--- config.mk ---
export PLATFORM = sky130hd
export DESIGN_NAME = pll_drp_reconfig_flat
export DESIGN_NICKNAME = d
export VERILOG_FILES = /design/src/rtl/pll_drp_pkg.sv /design/src/rtl/pll_drp_reconfig_if.sv /design/src/rtl/pll_drp_timer.sv /design/src/rtl/pll_drp_reconfig.sv /design/src/flat_wrapper.sv
export SDC_FILE = /design/constraint.sdc
export NUM_CORES = 1
export LEC_CHECK = 0
export CAP_MARGIN = 25
export CORE_UTILIZATION = 25
export DETAILED_ROUTE_END_ITERATION = 12
export HOLD_SLACK_MARGIN = 0.08
export SYNTH_ARGS = -nofsm -noshare
export SYNTH_HDL_FRONTEND = slang
export SYNTH_SLANG_ARGS = --single-unit
--- constraint.sdc ---
create_clock -name mgmt_clk -period 2.3 [get_ports mgmt_clk]
set_clock_uncertainty 0.2 [all_clocks]
set_input_delay 0.345 -clock mgmt_clk [delete_from_list [all_inputs] [get_ports mgmt_clk]]
set_output_delay 0.345 -clock mgmt_clk [all_outputs]
set_load 0.03 [all_outputs]
--- src/rtl/pll_drp_pkg.sv ---
// -----------------------------------------------------------------------------
// pll_drp_pkg
// Shared definitions for the PLL/MMCM DRP reconfiguration block:
//   - bit positions inside the 64-bit reconfig_to_pll / reconfig_from_pll buses
//   - DRP field widths
//   - FSM state encoding
//   - read-modify-write merge helper
// -----------------------------------------------------------------------------
package pll_drp_pkg;

  localparam int unsigned DRP_ADDR_W = 7;
  localparam int unsigned DRP_DATA_W = 16;

  // reconfig_to_pll layout
  localparam int unsigned TO_DI_LSB    = 0;
  localparam int unsigned TO_DI_MSB    = 15;
  localparam int unsigned TO_DADDR_LSB = 16;
  localparam int unsigned TO_DADDR_MSB = 22;
  localparam int unsigned TO_DEN       = 23;
  localparam int unsigned TO_DWE       = 24;
  localparam int unsigned TO_RST_MMCM  = 25;
  localparam int unsigned TO_DCLK      = 26;

  // reconfig_from_pll layout
  localparam int unsigned FROM_DO_LSB  = 0;
  localparam int unsigned FROM_DO_MSB  = 15;
  localparam int unsigned FROM_DRDY    = 16;
  localparam int unsigned FROM_LOCKED  = 17;

  typedef enum logic [3:0] {
    IDLE,
    RST_ON,
    RD,
    RD_WAIT,
    WR,
    WR_WAIT,
    NEXT,
    RST_OFF,
    LOCK_WAIT
  } state_e;

  // A set mask bit keeps the bit read back from the PLL; a clear bit takes
  // the new value.
  function automatic logic [DRP_DATA_W-1:0] drp_merge(
    input logic [DRP_DATA_W-1:0] rd_val,
    input logic [DRP_DATA_W-1:0] mask,
    input logic [DRP_DATA_W-1:0] data
  );
    return (rd_val & mask) | (data & ~mask);
  endfunction

endpackage

--- src/rtl/pll_drp_reconfig_if.sv ---
// -----------------------------------------------------------------------------
// pll_drp_reconfig_if
// Valid/ready channel that feeds register-update entries to pll_drp_reconfig.
//   cfg_valid : an entry is offered            (master -> slave)
//   cfg_ready : the entry is accepted this cycle (slave -> master)
//   cfg_addr  : DRP register address
//   cfg_data  : new bit values
//   cfg_mask  : 1 = keep the existing bit
//   cfg_last  : final entry of the batch
// -----------------------------------------------------------------------------
interface pll_drp_reconfig_if;

  logic                                   cfg_valid;
  logic                                   cfg_ready;
  logic [pll_drp_pkg::DRP_ADDR_W-1:0]     cfg_addr;
  logic [pll_drp_pkg::DRP_DATA_W-1:0]     cfg_data;
  logic [pll_drp_pkg::DRP_DATA_W-1:0]     cfg_mask;
  logic                                   cfg_last;

  modport master (
    output cfg_valid, cfg_addr, cfg_data, cfg_mask, cfg_last,
    input  cfg_ready
  );

  modport slave (
    input  cfg_valid, cfg_addr, cfg_data, cfg_mask, cfg_last,
    output cfg_ready
  );

endinterface

--- src/rtl/pll_drp_timer.sv ---
// -----------------------------------------------------------------------------
// pll_drp_timer
// Wait-state watchdog: counts enabled cycles and flags the cycle on which the
// LIMIT-th enabled cycle is reached.
//   clk_i     : clock
//   rst_ni    : synchronous active-low reset
//   clear_i   : restart the count from zero
//   en_i      : count this cycle
//   expired_o : this is the LIMIT-th consecutive enabled cycle
// -----------------------------------------------------------------------------
module pll_drp_timer #(
  parameter int unsigned LIMIT = 1024
) (
  input  logic clk_i,
  input  logic rst_ni,
  input  logic clear_i,
  input  logic en_i,
  output logic expired_o
);

  localparam int unsigned W = (LIMIT > 1) ? $clog2(LIMIT) : 1;
  localparam logic [W-1:0] LAST = W'(LIMIT - 1);

  logic [W-1:0] count_q;

  always_ff @(posedge clk_i) begin
    if (!rst_ni || clear_i) begin
      count_q <= '0;
    end else if (en_i) begin
      count_q <= count_q + 1'b1;
    end
  end

  assign expired_o = en_i && (count_q == LAST);

endmodule

--- src/rtl/pll_drp_reconfig.sv ---
// -----------------------------------------------------------------------------
// pll_drp_reconfig
// Applies a batch of masked read-modify-write updates to PLL/MMCM DRP
// registers. The PLL is held in reset for the whole batch and released once
// the last write is acknowledged; the batch ends when the PLL relocks.
//
// Ports
//   mgmt_clk          : sole clock, also forwarded as DRP dclk
//   mgmt_reset_n      : synchronous active-low reset
//   cfg               : entry channel (pll_drp_reconfig_if.slave)
//   reconfig_to_pll   : [15:0] di, [22:16] daddr, [23] den, [24] dwe,
//                       [25] rst_mmcm, [26] dclk, [63:27] zero
//   reconfig_from_pll : [15:0] do, [16] drdy, [17] locked, rest ignored
//   busy              : a batch is in progress
//   done              : one-cycle pulse at batch completion
//   err               : sticky timeout flag, cleared at the next batch start
//
// Build option
//   PLL_DRP_TIMEOUT_EN : when defined, DRP waits give up after TIMEOUT_CYCLES
//                        and the relock wait after LOCK_CYCLES, setting err.
//                        When undefined, all waits are unbounded and err is 0.
// -----------------------------------------------------------------------------
module pll_drp_reconfig
  import pll_drp_pkg::*;
#(
  parameter int unsigned TIMEOUT_CYCLES = 1024,
  parameter int unsigned LOCK_CYCLES    = 65535
) (
  input  logic                 mgmt_clk,
  input  logic                 mgmt_reset_n,
  pll_drp_reconfig_if.slave    cfg,
  output logic [63:0]          reconfig_to_pll,
  input  logic [63:0]          reconfig_from_pll,
  output logic                 busy,
  output logic                 done,
  output logic                 err
);

  state_e                  state_q;
  logic                    ready_q;
  logic                    busy_q;
  logic                    done_q;
  logic                    err_q;
  logic                    den_q;
  logic                    dwe_q;
  logic                    rst_mmcm_q;
  logic [DRP_ADDR_W-1:0]   daddr_q;
  logic [DRP_DATA_W-1:0]   di_q;
  logic [DRP_DATA_W-1:0]   data_q;
  logic [DRP_DATA_W-1:0]   mask_q;
  logic                    last_q;

  logic [DRP_DATA_W-1:0]   di_d;
  logic [DRP_DATA_W-1:0]   drp_do;
  logic                    drdy;
  logic                    locked;
  logic                    handshake;
  logic                    drdy_timeout;
  logic                    lock_timeout;

  assign drp_do    = reconfig_from_pll[FROM_DO_MSB:FROM_DO_LSB];
  assign drdy      = reconfig_from_pll[FROM_DRDY];
  assign locked    = reconfig_from_pll[FROM_LOCKED];
  assign handshake = cfg.cfg_valid && ready_q;
  assign di_d      = drp_merge(drp_do, mask_q, data_q);

  logic unused_from_pll;
  assign unused_from_pll = ^reconfig_from_pll[63:FROM_LOCKED+1];

`ifdef PLL_DRP_TIMEOUT_EN
  logic drdy_wait;
  logic lock_wait;

  assign drdy_wait = (state_q == RD_WAIT) || (state_q == WR_WAIT);
  assign lock_wait = (state_q == LOCK_WAIT);

  pll_drp_timer #(.LIMIT(TIMEOUT_CYCLES)) u_drdy_timer (
    .clk_i     (mgmt_clk),
    .rst_ni    (mgmt_reset_n),
    .clear_i   (!drdy_wait),
    .en_i      (drdy_wait),
    .expired_o (drdy_timeout)
  );

  pll_drp_timer #(.LIMIT(LOCK_CYCLES)) u_lock_timer (
    .clk_i     (mgmt_clk),
    .rst_ni    (mgmt_reset_n),
    .clear_i   (!lock_wait),
    .en_i      (lock_wait),
    .expired_o (lock_timeout)
  );

  assign err = err_q;
`else
  assign drdy_timeout = 1'b0;
  assign lock_timeout = 1'b0;
  assign err          = 1'b0;

  logic unused_timeout_cfg;
  assign unused_timeout_cfg = (TIMEOUT_CYCLES == 0) ^ (LOCK_CYCLES == 0) ^ err_q;
`endif

  // NOTE: sequential state is written only with non-blocking assignments so
  // every register samples pre-edge values regardless of statement order.
  always_ff @(posedge mgmt_clk) begin
    if (!mgmt_reset_n) begin
      state_q    <= IDLE;
      ready_q    <= 1'b1;
      busy_q     <= 1'b0;
      done_q     <= 1'b0;
      err_q      <= 1'b0;
      den_q      <= 1'b0;
      dwe_q      <= 1'b0;
      rst_mmcm_q <= 1'b0;
      daddr_q    <= '0;
      di_q       <= '0;
      data_q     <= '0;
      mask_q     <= '0;
      last_q     <= 1'b0;
    end else begin
      done_q <= 1'b0;
      unique case (state_q)
        IDLE: begin
          if (handshake) begin
            daddr_q <= cfg.cfg_addr;
            data_q  <= cfg.cfg_data;
            mask_q  <= cfg.cfg_mask;
            last_q  <= cfg.cfg_last;
            ready_q <= 1'b0;
            busy_q  <= 1'b1;
            err_q   <= 1'b0;
            state_q <= RST_ON;
          end
        end
        RST_ON: begin
          // rst_mmcm and the first read strobe become visible together.
          rst_mmcm_q <= 1'b1;
          den_q      <= 1'b1;
          dwe_q      <= 1'b0;
          state_q    <= RD;
        end
        RD: begin
          den_q   <= 1'b0;
          state_q <= RD_WAIT;
        end
        RD_WAIT: begin
          if (drdy) begin
            di_q    <= di_d;
            den_q   <= 1'b1;
            dwe_q   <= 1'b1;
            state_q <= WR;
          end else if (drdy_timeout) begin
            err_q   <= 1'b1;
            state_q <= RST_OFF;
          end
        end
        WR: begin
          den_q   <= 1'b0;
          dwe_q   <= 1'b0;
          state_q <= WR_WAIT;
        end
        WR_WAIT: begin
          if (drdy) begin
            if (last_q) begin
              state_q <= RST_OFF;
            end else begin
              ready_q <= 1'b1;
              state_q <= NEXT;
            end
          end else if (drdy_timeout) begin
            err_q   <= 1'b1;
            state_q <= RST_OFF;
          end
        end
        NEXT: begin
          // PLL stays in reset for as long as the next entry takes to arrive.
          if (handshake) begin
            daddr_q <= cfg.cfg_addr;
            data_q  <= cfg.cfg_data;
            mask_q  <= cfg.cfg_mask;
            last_q  <= cfg.cfg_last;
            ready_q <= 1'b0;
            den_q   <= 1'b1;
            dwe_q   <= 1'b0;
            state_q <= RD;
          end
        end
        RST_OFF: begin
          rst_mmcm_q <= 1'b0;
          state_q    <= LOCK_WAIT;
        end
        LOCK_WAIT: begin
          if (locked || lock_timeout) begin
            err_q   <= err_q | (!locked && lock_timeout);
            done_q  <= 1'b1;
            busy_q  <= 1'b0;
            ready_q <= 1'b1;
            state_q <= IDLE;
          end
        end
        default: state_q <= IDLE;
      endcase
    end
  end

  assign cfg.cfg_ready = ready_q;
  assign busy          = busy_q;
  assign done          = done_q;

  // NOTE: the whole bus gets a default first so no bit can infer a latch.
  always_comb begin
    reconfig_to_pll                            = '0;
    reconfig_to_pll[TO_DI_MSB:TO_DI_LSB]       = di_q;
    reconfig_to_pll[TO_DADDR_MSB:TO_DADDR_LSB] = daddr_q;
    reconfig_to_pll[TO_DEN]                    = den_q;
    reconfig_to_pll[TO_DWE]                    = dwe_q;
    reconfig_to_pll[TO_RST_MMCM]               = rst_mmcm_q;
    reconfig_to_pll[TO_DCLK]                   = mgmt_clk;
  end

endmodule
--- src/flat_wrapper.sv ---
// flat-port wrapper written by rule: the top's interface ports become plain ports
module pll_drp_reconfig_flat import pll_drp_pkg::*;
#(
  parameter int unsigned TIMEOUT_CYCLES = 1024,
  parameter int unsigned LOCK_CYCLES    = 65535
)
  (mgmt_clk, mgmt_reset_n, reconfig_to_pll, reconfig_from_pll, busy, done, err, cfg_cfg_valid, cfg_cfg_addr, cfg_cfg_data, cfg_cfg_mask, cfg_cfg_last, cfg_cfg_ready);
  pll_drp_reconfig_if cfg_i ();
  input  logic mgmt_clk;
  input  logic mgmt_reset_n;
  output logic [63:0] reconfig_to_pll;
  input  logic [63:0] reconfig_from_pll;
  output logic busy;
  output logic done;
  output logic err;
  input wire logic [$bits(cfg_i.cfg_valid)-1:0] cfg_cfg_valid;
  input wire logic [$bits(cfg_i.cfg_addr)-1:0] cfg_cfg_addr;
  input wire logic [$bits(cfg_i.cfg_data)-1:0] cfg_cfg_data;
  input wire logic [$bits(cfg_i.cfg_mask)-1:0] cfg_cfg_mask;
  input wire logic [$bits(cfg_i.cfg_last)-1:0] cfg_cfg_last;
  output wire logic [$bits(cfg_i.cfg_ready)-1:0] cfg_cfg_ready;
  assign cfg_i.cfg_valid = cfg_cfg_valid;
  assign cfg_i.cfg_addr = cfg_cfg_addr;
  assign cfg_i.cfg_data = cfg_cfg_data;
  assign cfg_i.cfg_mask = cfg_cfg_mask;
  assign cfg_i.cfg_last = cfg_cfg_last;
  assign cfg_cfg_ready = cfg_i.cfg_ready;
  pll_drp_reconfig #(.TIMEOUT_CYCLES(TIMEOUT_CYCLES), .LOCK_CYCLES(LOCK_CYCLES)) u_core (.mgmt_clk(mgmt_clk), .mgmt_reset_n(mgmt_reset_n), .cfg(cfg_i), .reconfig_to_pll(reconfig_to_pll), .reconfig_from_pll(reconfig_from_pll), .busy(busy), .done(done), .err(err));
endmodule
# [Word level (Yosys, flattened, before mapping)]
# Index checks and enable logic that the tools add are counted.
[word_totals] reg_bits=66 input_bits=107 output_inout_bits=68
[op_classes] n_eq_ne=15 n_mux=20 bitwise_logic=4 reduce_logical=18
[op_table] op="$pmux 4 s9" count=1
[op_table] op="$and 16x16->16" count=2
[op_table] op="$mux 4" count=5
[op_table] op="$eq 4x3->1 const B" count=4
[op_table] op="$not 16->16" count=1
[op_table] op="$or 16x16->16" count=1
[op_table] op="$reduce_and 5->1" count=2
[op_table] op="$mux 1" count=9
[op_table] op="$reduce_and 3->1" count=3
[op_table] op="$eq 4x2->1 const B" count=2
[op_table] op="$ne 2x2->1 const B" count=4
[op_table] op="$ne 2x1->1 const B" count=3
[op_table] op="$pmux 1 s3" count=2
[op_table] op="$reduce_and 2->1" count=3
[op_table] op="$reduce_bool 3->1" count=2
[op_table] op="$reduce_or 2->1" count=3
[op_table] op="$eq 4x1->1 const B" count=1
[op_table] op="$eq 4x4->1 const B" count=1
[op_table] op="$logic_not 4->1" count=1
[op_table] op="$pmux 1 s2" count=2
[op_table] op="$pmux 1 s4" count=1
[op_table] op="$reduce_bool 2->1" count=2
[op_table] op="$reduce_bool 4->1" count=1
[op_table] op="$logic_and 1x1->1" count=1

# [Longest topological paths before layout]
[logic_depth] depth_word=4 ltp_mapped=6

==> impl_metrics.yaml <==
route:
  routed_via_density: 4.203
  vias: 2585
  finalWirelength_mm: 7.587
  first_iter_violations: 58
  drtAntennaViolNets: 0
  first_pass_iters: 4
  drc: 0
  avgRoutedWirePerCell_um: 12.34
final_layout:
  fillers: 1259
  area_growth_pct: 40.86
  fin_util_pct: 36.37
  drive_gt1_share_pct: 6.935
  nets: 549
  insertedDiodeCount: 0
  finalNonFillerCells: 615
logic_synthesis:
  yosysTopAreaCell: "dfxtp_1"
  seq_area_frac_synth_pct: 42.43
  synthTopCellsByCount: "nand2_1 (106), dfxtp_1 (66), buf_4 (47), a21boi_0 (26), o211a_1 (17)"
  synth_top_area_share_pct: 42.43
  yosysUniqueCellTypes: 38
  yosysWarnings: 0
  synth_ff_type: "dfxtp_1"
  async_reset_ff_share_pct: 0
  avgSynthCellArea_um2: 8.723
  synthesis.area_um2: 3114
  ys_ff_latch: 66
  synthTopCellsByArea: "dfxtp_1 (42%), nand2_1 (13%), buf_4 (11%), a21boi_0 (6.3%), o211a_1 (5.5%)"
  synth_edf_count: 0
  yosysMostFrequentCell: "nand2_1"
  syn_inst: 357
timing:
  setup-violations-final: 0
  worst_pin_slew_ps: 501.0
  hold_viol: 0
  maxSlewHeadroom_pct: 66.60
  finalSetupTns_ps: 0
  slew_violations: 0
  hold_slack_ps: 143.0
  rsz0062_at_grt: "false"
global_routing:
  grt_use_total_pct: 12.85
  grt_pass1_wl_mm: 12.30
  grt_pass1_vias: 2567
  grt_max_degree: 43
  grt.overflow.total: 0
  antenna_found_initial: 0
setup_path:
  critPathLaunchType: "clock port"
  crit_type: "clk -> out"
  worstPathMaxFanout: 2
  cp_data_arrival_time_ps: 1740
  required_ps: 1750
  cp-end-kind: "output pin"
pwr:
  p_comb_share_pct: 32.2
  seqPwrFrac_pct: 33.4
  ir_worst_vdd_mv: 0.8325
  power_frac_clock_pct: 34.4
  power.leakage_nw: 1.817
  p_per_area_nw_per_um2: 1067
  switchingPower_mw: 1.623
  swShare_pct: 34.65
  p_int_mw: 3.060
die:
  fp.coreArea_um2: 12060
  die_area_um2: 12910
  rows: 40
  die_x_um: 113.6
  ioPinCount: 175
  initial_utilization_pct: 25.82
  die_h_um: 113.6
clock_tree:
  cts_tree: "built"
  hold_buffers: 0
  clk_latency_ps: 450
  clkSlewWorstSetupHoldPaths_ps: 50
placement:
  finalWeightedCongestion: 0.8141
  numPlacedInstances: 596
  dp_hpwl_mm: 5.074
  numPortBuffers: 90
min_path:
  hp-class: "in -> reg"
outcome:
  status: "finished clean"
run:
  drv_cap: 0
[cell type report]
cell class | instances | area [um^2] | share of cell area (%)
well taps | 168 | 210.2 | 4.792
inverters | 2 | 7.507 | 0.1711
flip-flops and latches | 66 | 1321 | 30.12
clock buffers | 18 | 357.8 | 8.157
repair buffers | 97 | 983.4 | 22.42
clock inverters | 2 | 10.01 | 0.2282
multi-input cells | 262 | 1496 | 34.11
[layer usage]
layer / GRT usage (%) / vias up / wire length (um)
met3: 4.516 / 14 / 530
met1: 13.97 / 1193 / 3274
li1: - / 1290 / -
met5: 0 / - / 0
met2: 20.69 / 88 / 3552
met4: 9.561 / 0 / 231
[power by group through the flow]
| stage | sequential (mW) | clock (mW) | combinational, mW |
|---|---|---|---|
| 2_1_floorplan | 1.66 | 0.0651 | 0.977 |
| 3_3_place_gp | 1.58 | 0.0724 | 1.51 |
| 3_5_place_dp | 1.59 | 0.0724 | 1.54 |
| 4_1_cts | 1.57 | 1.68 | 1.54 |
| 5_1_grt | 1.60 | 1.72 | 1.67 |
| 6_report | 1.57 | 1.61 | 1.51 |
[per-stage QoR]
stage	cell area [um^2]	power, mW	setup WS, ps
6_report	4387	4.682	17.79
5_1_grt	4387	4.992	12.17
3_3_place_gp	4029	3.163	40.84
4_1_cts	4387	4.787	13.12
3_5_place_dp	4029	3.195	40.84
2_1_floorplan	3253	2.703	460.0
[final timing paths]
kind	start	end	slack, ps	cells past startpoint
min	mgmt_reset_n	u_core.cfg.cfg_ready$_SDFFE_PN1P_	140	2
max	mgmt_clk	reconfig_to_pll[26]	20	3
max reg2reg	u_core.state_q[3]$_SDFFE_PN0P_	u_core.di_q[14]$_SDFFE_PN0P_	450	5
min reg2reg	u_core.daddr_q[4]$_SDFFE_PN0P_	u_core.daddr_q[4]$_SDFFE_PN0P_	250	2
[flip-flops by register name, summed over array words and instances, names as in the netlist, 4 cells and up]
register,count
u_core.mask_q,16
u_core.state_q,4
u_core.di_q,16
u_core.data_q,16
u_core.daddr_q,7
[cells by family after synthesis]
| group | Yosys count | synth area share (%) |
|---|---|---|
| DFF | 66 | 42.43 |
| other | 1 | 0.1204 |
| and+or+nand+nor | 127 | 17.68 |
| muxes | 16 | 5.143 |
| xor gates and xnor gates | 2 | 0.5626 |
| AOI/OAI and AO/OA | 79 | 20.09 |
| buffers and inverters | 66 | 13.98 |
[cell usage in the layout, fill, tap and decap left out, types with 3 or more instances in the layout]
master / instances
nand2_1: 106
clkdlybuf4s50_1: 88
dfxtp_1: 66
conb_1: 38
a21boi_0: 26
o211a_1: 17
mux2i_1: 16
a21boi_1: 15
clkbuf_16: 12
nor2_1: 7
buf_4: 5
a21oi_1: 4
o21ai_0: 3
clkbuf_8: 3
buf_12: 3
[repair_timing]
| item | CTS | global route |
|---|---|---|
| endpoints found under the setup margin | 1 | 0 |
| setup buffers | 0 | 0 |
| resized for setup | 1 | 0 |
[critical path: stages]
cell and delay, ps:
clkbuf_16 120, clkbuf_16 130, dlygate4sd2_1 340
Power figures use the tool's default switching activity.
